### src/rtl/vram_pkg.sv
// Shared definitions for the VRAM slot arbiter: CPU FSM encoding and slot-index helpers.
package vram_pkg;

    typedef enum logic [1:0] {
        CPU_IDLE = 2'd0,
        CPU_PEND = 2'd1,
        CPU_DONE = 2'd2
    } cpu_state_e;

    // Wide enough for slot indices 0..PLANES with up to four planes.
    localparam int MAX_PLANES = 4;
    localparam int SLOT_W     = 3;

    function automatic logic [SLOT_W-1:0] next_slot(input logic [SLOT_W-1:0] s,
                                                    input logic [SLOT_W-1:0] last);
        return (s == last) ? '0 : s + SLOT_W'(1);
    endfunction

endpackage

### src/rtl/vram_mask_pe.sv
// Lowest-set-bit priority encoder over the plane write mask.
module vram_mask_pe #(
    parameter int PLANES = 3,
    parameter int PW     = 2
) (
    input  logic [PLANES-1:0] mask,
    output logic [PW-1:0]     idx,
    output logic              valid
);

    always_comb begin
        idx   = '0;
        valid = 1'b0;
        for (int i = PLANES - 1; i >= 0; i--) begin
            if (mask[i]) begin
                idx   = PW'(i);
                valid = 1'b1;
            end
        end
    end

endmodule

### src/rtl/vram_arbiter.sv
// Time-sliced SRAM arbiter: PLANES video fetch slots plus one CPU slot per frame.
//   state    | meaning
//   CPU_IDLE | no request held; inputs latched when cpu_req rises
//   CPU_PEND | request latched, waiting for / using CPU slots
//   CPU_DONE | access finished; waits for cpu_req to drop
module vram_arbiter
    import vram_pkg::*;
#(
    parameter int PLANES = 3,
    parameter int AW     = 14,
    parameter int PW     = $clog2(PLANES)
) (
    input  logic                clock,
    input  logic                reset,
    input  logic                ce,
    input  logic [AW-1:0]       vid_a,
    output logic [PLANES*8-1:0] vid_q,
    output logic                vid_valid,
    input  logic                cpu_req,
    input  logic                cpu_we,
    input  logic [AW-1:0]       cpu_a,
    input  logic [7:0]          cpu_d,
    input  logic [PLANES-1:0]   cpu_mask,
    input  logic [PW-1:0]       cpu_rsel,
    output logic [7:0]          cpu_q,
    output logic                cpu_wait,
    output logic [PW+AW-1:0]    ramA,
    output logic [7:0]          ramDo,
    input  logic [7:0]          ramDi,
    output logic                ramWe,
    output logic                ramOe
);

    localparam logic [SLOT_W-1:0] CPU_SLOT = SLOT_W'(PLANES);
    localparam logic [SLOT_W-1:0] LAST_VID = SLOT_W'(PLANES - 1);

    logic [SLOT_W-1:0]   slot_q, slot_d;
    logic                run_q, run_d;
    cpu_state_e          state_q, state_d;
    logic [AW-1:0]       a_q, a_d, vid_a_q, vid_a_d, vid_a_sel;
    logic [7:0]          d_q, d_d, cpu_rd_q, cpu_rd_d, ram_do_q, ram_do_d;
    logic                we_q, we_d, vid_valid_q, vid_valid_d;
    logic [PLANES-1:0]   mask_q, mask_d;
    logic [PW-1:0]       rsel_q, rsel_d;
    logic [PLANES*8-1:0] vid_data_q, vid_data_d;
    logic [PW+AW-1:0]    ram_a_q, ram_a_d;
    logic                ram_we_q, ram_we_d, ram_oe_q, ram_oe_d;
    logic                cpu_act_q, cpu_act_d;
    logic [PW-1:0]       pe_idx;
    logic                pe_valid;

    vram_mask_pe #(.PLANES(PLANES), .PW(PW)) u_mask_pe (
        .mask  (mask_q),
        .idx   (pe_idx),
        .valid (pe_valid)
    );

    always_comb begin
        slot_d      = slot_q;
        run_d       = run_q;
        state_d     = state_q;
        a_d         = a_q;
        d_d         = d_q;
        we_d        = we_q;
        mask_d      = mask_q;
        rsel_d      = rsel_q;
        vid_a_d     = vid_a_q;
        vid_a_sel   = vid_a_q;
        vid_data_d  = vid_data_q;
        vid_valid_d = 1'b0;
        cpu_rd_d    = cpu_rd_q;
        ram_a_d     = ram_a_q;
        ram_do_d    = ram_do_q;
        ram_we_d    = ram_we_q;
        ram_oe_d    = ram_oe_q;
        cpu_act_d   = cpu_act_q;

        case (state_q)
            CPU_IDLE: if (cpu_req) begin
                state_d = CPU_PEND;
                a_d     = cpu_a;
                d_d     = cpu_d;
                we_d    = cpu_we;
                mask_d  = cpu_mask;
                rsel_d  = cpu_rsel;
            end
            CPU_PEND: if (we_q && mask_q == '0) state_d = CPU_DONE;
            CPU_DONE: if (!cpu_req) state_d = CPU_IDLE;
            default:  state_d = CPU_IDLE;
        endcase

        if (ce) begin
            // The first ce after reset only opens slot 0; nothing has been fetched yet.
            if (!run_q) begin
                run_d = 1'b1;
            end else begin
                for (int p = 0; p < PLANES; p++) begin
                    if (slot_q == SLOT_W'(p)) vid_data_d[8*p +: 8] = ramDi;
                end
                if (slot_q == LAST_VID) vid_valid_d = 1'b1;
                if (slot_q == CPU_SLOT && cpu_act_q) begin
                    if (we_q) begin
                        mask_d = mask_q & ~(PLANES'(1) << pe_idx);
                        if (mask_d == '0) state_d = CPU_DONE;
                    end else begin
                        cpu_rd_d = ramDi;
                        state_d  = CPU_DONE;
                    end
                end
                slot_d = next_slot(slot_q, CPU_SLOT);
            end

            // Set up the bus for the slot that starts on this ce.
            ram_we_d  = 1'b1;
            ram_oe_d  = 1'b0;
            cpu_act_d = 1'b0;
            if (slot_d == CPU_SLOT) begin
                if (state_q == CPU_PEND) begin
                    if (!we_q) begin
                        ram_a_d   = {rsel_q, a_q};
                        cpu_act_d = 1'b1;
                    end else if (pe_valid) begin
                        ram_a_d   = {pe_idx, a_q};
                        ram_do_d  = d_q;
                        ram_we_d  = 1'b0;
                        ram_oe_d  = 1'b1;
                        cpu_act_d = 1'b1;
                    end
                end
            end else begin
                if (slot_d == '0) begin
                    vid_a_d   = vid_a;
                    vid_a_sel = vid_a;
                end
                ram_a_d = {slot_d[PW-1:0], vid_a_sel};
            end
        end
    end

    always_ff @(posedge clock or negedge reset) begin
        if (!reset) begin
            slot_q      <= '0;
            run_q       <= 1'b0;
            state_q     <= CPU_IDLE;
            a_q         <= '0;
            d_q         <= '0;
            we_q        <= 1'b0;
            mask_q      <= '0;
            rsel_q      <= '0;
            vid_a_q     <= '0;
            vid_data_q  <= '0;
            vid_valid_q <= 1'b0;
            cpu_rd_q    <= 8'hFF;
            ram_a_q     <= '0;
            ram_do_q    <= '0;
            ram_we_q    <= 1'b1;
            ram_oe_q    <= 1'b0;
            cpu_act_q   <= 1'b0;
        end else begin
            slot_q      <= slot_d;
            run_q       <= run_d;
            state_q     <= state_d;
            a_q         <= a_d;
            d_q         <= d_d;
            we_q        <= we_d;
            mask_q      <= mask_d;
            rsel_q      <= rsel_d;
            vid_a_q     <= vid_a_d;
            vid_data_q  <= vid_data_d;
            vid_valid_q <= vid_valid_d;
            cpu_rd_q    <= cpu_rd_d;
            ram_a_q     <= ram_a_d;
            ram_do_q    <= ram_do_d;
            ram_we_q    <= ram_we_d;
            ram_oe_q    <= ram_oe_d;
            cpu_act_q   <= cpu_act_d;
        end
    end

    assign vid_q     = vid_data_q;
    assign vid_valid = vid_valid_q;
    assign cpu_q     = cpu_rd_q;
    assign cpu_wait  = cpu_req && (state_q != CPU_DONE);
    assign ramA      = ram_a_q;
    assign ramDo     = ram_do_q;
    assign ramWe     = ram_we_q;
    assign ramOe     = ram_oe_q;

endmodule

### config.mk
export PLATFORM = sky130hd
export DESIGN_NAME = vram_arbiter
export DESIGN_NICKNAME = d
export VERILOG_FILES = /design/src/rtl/vram_pkg.sv /design/src/rtl/vram_mask_pe.sv /design/src/rtl/vram_arbiter.sv
export SDC_FILE = /design/constraint.sdc
export NUM_CORES = 1
export LEC_CHECK = 0
export CAP_MARGIN = 10
export CORE_ASPECT_RATIO = 1.75
export CORE_MARGIN = 5
export CORE_UTILIZATION = 46
export CTS_BUF_LIST = sky130_fd_sc_hd__clkbuf_4
export DETAILED_ROUTE_END_ITERATION = 10
export PLACE_DENSITY_LB_ADDON = 0.3
export SLEW_MARGIN = 20
export SYNTH_ARGS = -nofsm -noshare
export SYNTH_HDL_FRONTEND = slang
export SYNTH_HIERARCHICAL = 1
export SYNTH_SLANG_ARGS = --single-unit
### constraint.sdc
create_clock -name clock -period 2 [get_ports clock]
set_input_delay 0.3 -clock clock [delete_from_list [all_inputs] [get_ports clock]]
set_output_delay 0.3 -clock clock [all_outputs]
set_load 0.05 [all_outputs]
==> results by stage, run 1 <==
Setup path:
- The worst stage delay on the critical path is approximately 0.43 ns.
- The classification of the worst setup path is reg2reg.
- At the worst endpoint, the arrival time is roughly 2.4 ns.
- The worst flop-to-flop path startpoint is slot_q[1].
- The number of cells on the worst reg-to-reg path is 7.
- The required time at the worst-slack endpoint is 2.37 ns.
- In this run the register-to-register setup slack is roughly 0.0072 ns.
- The worst setup path is launched from a flop.
- Traced cell by cell, the critical path runs through buf_6, ha_4, maj3_2, a31o_1, and2_4, buf_12, mux2_4.
- Among all stages on the critical path, the largest delay is contributed by sky130_fd_sc_hd__dfrtp_1.
- Along the worst path, the maximum fanout reaches 7.
- The endpoint type of the worst setup path is a flop.
- In this run the critical register-to-register path is captured at vid_a_q[7].

STA:
- The total setup violations reported at the end of the flow is 0.
- The count of final max-slew check failures is 0.
- The tightest hold path in the finished design has a slack of around 0.3 ns.
- Setup repair after global routing could not meet its margin everywhere.
- The time the worst path needs with I/O delays and setup is ~2 ns.
- The part of the cycle the worst path needs is approximately 100%.
- At the pin with the least slew margin, the transition time is 0.5386 ns.
- On the final layout, the worst clock skew is 0.01255 ns.
- In this run the tightest slew margin relative to its limit is between 60% and 70%.
- The number of hold violations in the final report is 0.
- Derived from the worst setup path, the maximum achievable clock frequency is 501.8 MHz.

Outcome:
- The flow ran to the end, and the final reports show no timing, DRC or antenna violations.

Yosys:
- The Yosys step of the flow raised 6 warnings.
- Counting flops with an async set or reset pin after synthesis yields a share of 100.0%.
- The post-synthesis cell count is 346.
- In this run, synthesis inferred 0 flip-flops with an integrated enable.
- The unique cell type count in the Yosys netlist is 48.
- The cell area that synthesis handed to floorplanning was ~4700 sq um.
- The share of synthesized area in the top cell type comes to a little over half.
- The flop and latch count out of synthesis is 108.
- In the post-synthesis netlist, the cell with the most instances is sky130_fd_sc_hd__dfrtp_1.
- The largest total area in the synthesized netlist belongs to sky130_fd_sc_hd__dfrtp_1.
- After synthesis, the most frequently instantiated cells are 99 x sky130_fd_sc_hd__dfrtp_1, 69 x sky130_fd_sc_hd__mux2_2, 22 x sky130_fd_sc_hd__nand2_1, 20 x sky130_fd_sc_hd__mux2i_1, 17 x sky130_fd_sc_hd__nand3_1.
- The average instance in the mapped netlist occupies ~13 sq um.
- Counting every net in the synthesized netlist gives between 400 and 500.
- By area the synthesized netlist is led by sky130_fd_sc_hd__dfrtp_1 53%, sky130_fd_sc_hd__mux2_2 17%, sky130_fd_sc_hd__dfstp_2 5.1%.
- Among all flip-flop cells after synthesis, the most frequent one is sky130_fd_sc_hd__dfrtp_1.
- The post-synthesis sequential area ratio is between 50% and 60%.

Floorplan:
- The floorplan has 48 rows.
- The chip height is 143.3 um.
- The die is about 86 um wide.
- The effective utilization at floorplan is 47.11%.
- The region available for standard cell placement spans about 10000 sq um.
- The total die area is around 12000 sq um.
- Pin placement for this block handled between 100 and 150 I/O pins.

Drt:
- The via count of the routed design is between 3000 and 4000.
- The total detailed-routing wirelength is between 10000 and 15000 um.
- Dividing the detail-routed wire length by the instance count gives between 15 and 20 um.
- The number of remaining DRC errors is 0.
- After detailed routing, the number of vias per cell comes to between 5 and 6.
- The detailed router's first-iteration violation count is 137.
- The post-detailed-route count of antenna-violating nets is 0.
- The pre-antenna-repair detailed-routing pass consisted of 4 iterations.

Clocking:
- The CTS sink count is roughly 110.
- The worst-skew pair later-pin latency is 0.47 ns.
- Clock-pin slew was measured on the worst setup and hold paths at around 0.17 ns.
- The CTS tree is built.
- The tree is rooted in a sky130_fd_sc_hd__clkbuf_4.
- The maximum buffer depth of the clock tree is 2.
- The clock tree synthesis step divided the H-tree into 3 levels.
- The number of buffers created by CTS is 9.

Power:
- VDD sags by at most 1.059 mV.
- The leakage power of the design is around 3.1 nW.
- The power density over cell area is approximately 1700 nW/um^2.

Place:
- After legalization and detailed placement, the total HPWL measured 8151 um.
- At the end of routability-driven placement, the weighted congestion stood at roughly 0.82.
- The post-detailed-placement cell area is approximately 6200 sq um.
- Including well taps, the total number of placed cells is 596.
- The port buffer count is about 110.

Final layout:
- The layout overhead on the synthesized area is 41.87%.
- The net count of the finished layout is 548.
- Cells with a size suffix above 1 make up 35.15% of the layout.
- The final instance area is approximately 6600 sq um.
- The count of cells in the finished layout, fillers not included, comes to between 600 and 700.
- The number of inserted filler cells in the final layout is 779.

Global route:
- The via count of the first global-routing pass is around 3600.
- The initial antenna violation count is 1.
- The first-pass GRT wire length is ~18000 um.
- The global-route congestion overflow total is 0.
- Entering global routing, the biggest net connects 41 pins.
- In the global route stage, overall resource usage came out at 18.66%.

Min path:
- The path class of the tightest hold or removal check is in2async.

Job:
- The number of max-capacitance violations reported is 0.
-- layer usage --
layer | track usage [%] | vias up | wire length (um)
met5 | 0 | - | 0
met4 | 7.673 | 0 | 221
met3 | 4.388 | 17 | 605
met2 | 33.39 | 100 | 6260
met1 | 20.99 | 1665 | 4331
li1 | - | 1532 | -
-- report_power, final --
| part | switching (mW) | leakage (nW) | internal [mW] |
|---|---|---|---|
| Sequential | 0.614 | 1.29 | 3.21 |
| Combinational | 3.73 | 1.79 | 2.85 |
| Clock | 0.758 | 0.0738 | 0.279 |
| Total | 5.10 | 3.15 | 6.34 |
-- through the flow --
stage | setup TNS [ns] | worst slack [ns] | util [%] | total power, mW
floorplan | -0.4142 | -0.04142 | - | 8.049
finish | 0 | 0.007167 | 66.83 | 11.45
CTS | 0 | 0.0006890 | 64.31 | 11.24
global placement | -0.05880 | -0.008065 | 62.84 | 10.10
global route | -1.038 | -0.05945 | 66.83 | 12.10
detailed placement | -1.128 | -0.08693 | 62.84 | 10.29
-- cells by family after synthesis --
| family | share of synthesized area, % |
|---|---|
| muxes | 24.15 |
| xor gates and xnor gates | 0.1877 |
| AOI/OAI and AO/OA | 6.138 |
| DFF | 58.13 |
| adders and majority gates | 1.313 |
| buffers and inverters | 2.761 |
| and+or+nand+nor | 7.318 |
-- registers in the layout, indices dropped and copies added (netlist names) --
register   count
vid_a_q       14
vid_valid      1
cpu_q          8
ramA          16
state_q        2
vid_q         24
a_q           14
d_q            8
slot_q         3
we_q           1
cpu_act_q      1
ramWe          1
ramDo          8
ramOe          1
rsel_q         2
mask_q         3
run_q          1
-- timing repair --
action	in CTS	in global routing
setup endpoints to repair	33	59
hold buffers	1	0
pin swaps	2	13
cloned	0	1
hold endpoints to repair	28	0
gates resized for setup	25	51
buffers inserted	3	3
-- cell usage in the layout, fill, tap and decap left out, types with 3 or more instances in the layout --
| master | n |
|---|---|
| sky130_fd_sc_hd__dlygate4sd2_1 | 24 |
| sky130_fd_sc_hd__clkdlybuf4s50_1 | 59 |
| sky130_fd_sc_hd__inv_6 | 3 |
| sky130_fd_sc_hd__mux2_4 | 12 |
| sky130_fd_sc_hd__nand2_1 | 21 |
| sky130_fd_sc_hd__buf_4 | 22 |
| sky130_fd_sc_hd__mux2i_1 | 20 |
| sky130_fd_sc_hd__mux2_2 | 67 |
| sky130_fd_sc_hd__a21oi_1 | 3 |
| sky130_fd_sc_hd__o211ai_1 | 14 |
| sky130_fd_sc_hd__a22o_1 | 3 |
| sky130_fd_sc_hd__clkbuf_4 | 9 |
| sky130_fd_sc_hd__nand3_2 | 13 |
| sky130_fd_sc_hd__buf_6 | 4 |
| sky130_fd_sc_hd__nor2b_1 | 4 |
| sky130_fd_sc_hd__buf_12 | 12 |
| sky130_fd_sc_hd__dfrtp_1 | 98 |
| sky130_fd_sc_hd__inv_1 | 5 |
| sky130_fd_sc_hd__inv_2 | 3 |
| sky130_fd_sc_hd__dfstp_2 | 9 |
| sky130_fd_sc_hd__nand3_1 | 4 |
| sky130_fd_sc_hd__nor2_1 | 7 |
| sky130_fd_sc_hd__dlymetal6s2s_1 | 26 |
| sky130_fd_sc_hd__o21ai_0 | 4 |
-- cell type report --
type | count | area (sq um) | share of cell area [%]
Antenna cell | 1 | 2.502 | 0.03779
Clock buffer | 9 | 67.56 | 1.020
Inverter | 9 | 36.28 | 0.5479
Tap cell | 125 | 156.4 | 2.362
Clock inverter | 7 | 61.31 | 0.9258
Sequential cell | 108 | 2715 | 41.00
Timing Repair Buffer | 149 | 1612 | 24.33
Multi-Input combinational cell | 213 | 1972 | 29.78
-- how the worst max path moves through the flow --
stage | start | endpoint | slack [ns]
floorplan | slot_q[0] | vid_a_q[10] | -0.04
global placement | slot_q[1] | ramDo[7] | -0.008
detailed placement | slot_q[1] | ramDo[5] | -0.09
CTS | ramA[8] | ramA[8] | 0.0007
global route | slot_q[0] | ramDo[7] | -0.06
finish | slot_q[1] | vid_a_q[7] | 0.007
-- worst max-delay path, delay by kind of cell (launching register included) --
family / cells / cell delay [ns]
flops: 1 / 0.43
simple gates: 1 / 0.20
compound gates: 1 / 0.24
mux: 1 / 0.29
fa+ha+maj: 2 / 0.47
buf+inv: 2 / 0.27
Power figures use the tool's default switching activity.
==> run 2: changes to the inputs <==
PLACE_DENSITY = 0.77   (was default)
PLACE_DENSITY_LB_ADDON = default   (was 0.3)
==> results by stage, run 2 (synthesis results as in run 1) <==
Outcome:
- The run finished, with violations left.
- The final reports fail on negative setup slack.

Setup path:
- The required time at the worst-slack endpoint is 2.34 ns.
- Data arrives at the worst endpoint at ~2.4 ns.
- Walking the worst path, the cells encountered are buf_4, nor4_1, a31o_1, and2_4, mux2_2.
- The endpoint identified for the worst register-to-register timing path is vid_a_q[0].
- The worst setup path is of the reg2reg kind.
- The slowest stage of the critical path is the sky130_fd_sc_hd__dfrtp_2 cell.
- STA classifies the critical path endpoint as a flop.
- The worst setup path is launched from a flop.
- The worst flop-to-flop path startpoint is slot_q[0].
- The number of cells on the worst reg-to-reg path is 5.
- In this run the register-to-register setup slack is -0.01 ns.
- For this run, the slowest stage of the critical path takes between 0.4 and 0.5 ns.
- In this run the worst path has a maximum fanout of 14.

Clocking:
- After clock tree synthesis, the clock-pin slew on the worst setup and hold paths is 0.15 ns.
- The deepest level of the CTS H-tree is 3.
- Counting along the longest clock path gives a buffer depth of 2.
- The CTS sink count is roughly 110.
- At the later pin of the worst-skew pair, clock insertion delay measures ~0.45 ns.
- The root buffer cell is sky130_fd_sc_hd__clkbuf_4.
- Buffers inserted during clock tree synthesis total 9.
- The CTS tree is built.

Drt:
- The number of remaining DRC errors is 0.
- The via count of the routed design is 3271.
- The detail route stage leaves a number of antenna-violating nets equal to 0.
- The total iterations of the first detailed-routing run is 6.
- For this block, the initial DRC count from the detailed router was approximately 100.
- The detailed-route vias per instance is 5.293.
- The total detailed-routing wirelength is approximately 11000 um.
- In the final routed layout, each cell accounts on average for between 15 and 20 um.

Place:
- The placed instance count is roughly 600.
- The post-DP HPWL is 8067 um.
- At the end of routability-driven placement, the weighted congestion stood at roughly 0.83.
- Before CTS, the worst setup slack after placement is -0.05884 ns.
- The port buffer count is ~110.

Floorplan:
- The effective utilization at floorplan is 47.11%.
- From left edge to right edge, the die measures 86.15 um.
- The die covers roughly 12000 sq um.
- During I/O placement, the number of pins put on the boundary was 114.
- The chip height is about 140 um.
- The floorplan has 48 rows.
- The region available for standard cell placement spans between 9000 and 10000 sq um.

Global route:
- The via count of the first global-routing pass came to 3419.
- The global-route congestion overflow total is 0.
- The first-pass GRT wire length is around 17000 um.
- The maximum number of pins on one net before global-route repair is 41.
- The overall track demand over capacity in global routing is a little under a fifth.
- The initial antenna violation count is 1.

Final layout:
- The fraction of the core area covered by cells at the end of the flow is 65.24%.
- The library cell used most frequently in the layout, excluding fill and tap cells, is sky130_fd_sc_hd__dfrtp_1.
- The number of cells in the finished layout apart from fillers is between 600 and 700.
- The fraction of layout cells with a size suffix above 1 is a little under a third.
- The number of inserted filler cells in the final layout is about 760.
- The register with the most flip-flops in the layout has 24 of them.
- The top cell types in the final layout, fill and taps aside, are 97 x sky130_fd_sc_hd__dfrtp_1, 64 x sky130_fd_sc_hd__mux2_2, 62 x sky130_fd_sc_hd__clkdlybuf4s50_1.
- The layout overhead on the synthesized area is 38.49%.
- The number of nets at the end of the flow is about 550.

STA:
- The final setup TNS is -0.02866 ns.
- Setup violations remaining at the end of the flow were counted as 7.
- Setup repair after global routing could not meet its margin everywhere.
- The routed design could run at a clock period as short as slightly above 2 ns.
- The smallest setup slack after layout is -0.01204 ns.
- At the pin with the least slew margin, the transition time is 0.5701 ns.
- The number of hold violations in the final report came to 0.
- After layout, the worst path uses 100.6% of the clock period.
- Headroom to the max-slew limit came out at just over 60%.
- The count of final max-slew check failures came to 0.
- Static timing analysis puts the maximum clock frequency at between 400 and 500 MHz.
- Across the routed clock network, the largest skew measured is around 0.019 ns.

Job:
- The tool flagged a number of max-cap violations equal to 0.

Power:
- The completed layout was analyzed and its total power is ~11 mW.
- For this design the static power due to leakage is about 3.2 nW.
- The power density over cell area is between 1500 and 2000 nW/um^2.
- The worst-case IR drop observed on VDD is ~1.0 mV.

Min path:
- The path class of the tightest hold or removal check is in2async.
## run 2: changes by cell type in the layout (fill, tap and decap cells not counted), moves of 4 or more
cell                             before  now
sky130_fd_sc_hd__nand3_1              4   17
sky130_fd_sc_hd__dlymetal6s2s_1      26   36
sky130_fd_sc_hd__dlygate4sd2_1       24   11
sky130_fd_sc_hd__buf_4               22   31
sky130_fd_sc_hd__nand3_2             13    0
sky130_fd_sc_hd__buf_12              12    4
sky130_fd_sc_hd__buf_6                4    0
## run 2: timing repair
item	in CTS	in global routing
hold buffers	1	0
resized for setup	13	44
setup buffers	1	5
pin swaps	1	2
endpoints found under the hold margin	33	0
gates cloned	0	1
setup endpoints to repair	33	63
## run 2: worst max path at each step
stage,startpoint,to,slack [ns],cells after the start
after global placement,ce,vid_q[12],-0.03,5
after floorplan,slot_q[0],vid_a_q[10],-0.04,10
after global routing,slot_q[0],ramA[6],-0.06,8
after CTS,slot_q[1],ramDo[2],0.003,6
final,slot_q[0],vid_a_q[0],-0.01,5
after detailed placement,slot_q[0],ramA[6],-0.06,6
## run 2: report_power, final
part | internal [mW] | switching (mW)
clock network | 0.406 | 0.676
registers | 3.21 | 0.607
logic | 2.71 | 3.57
## run 2: cell type report
cell class,count,area [sq um],area share [%]
clock inverters,5,51.30,0.7935
well taps,125,156.4,2.419
clock buffers,11,82.58,1.277
diodes,1,2.502,0.03871
inverters,9,36.28,0.5613
multi-input cells,213,1904,29.46
repair buffers,146,1515,23.44
flip-flops and latches,108,2716,42.02
## run 2: per-layer routing
metal	share of wire, %	vias to the layer above	GRT usage, %	wire length [um]
met5	0	-	0	0
met4	1.6	0	5.838	182
met3	5.7	16	4.792	637
met2	54	113	31.84	5968
met1	39	1628	21.13	4363
li1	-	1514	-	-
## run 2: through the flow
step / area [sq um] / hold WS (ns)
5_1_grt: 6465 / 0.3574
4_1_cts: 6270 / 0.3618
6_report: 6465 / 0.3685
3_3_place_gp: 6130 / 0.3157
2_1_floorplan: 4731 / 0.004409
3_5_place_dp: 6130 / 0.3298
## run 2: critical path, delay by kind of cell (launching register included)
kind                   cells  cell delay [ns]
AOI/OAI and AO/OA          1             0.20
buffers and inverters      1             0.18
DFF                        1             0.49
muxes                      1             0.38
and+or+nand+nor            2             0.67
==> run 3: changes to the inputs <==
CAP_MARGIN = 20   (was 10)
==> results of run 3 <==
Final layout, timing and power as in run 2 (identical DEF).
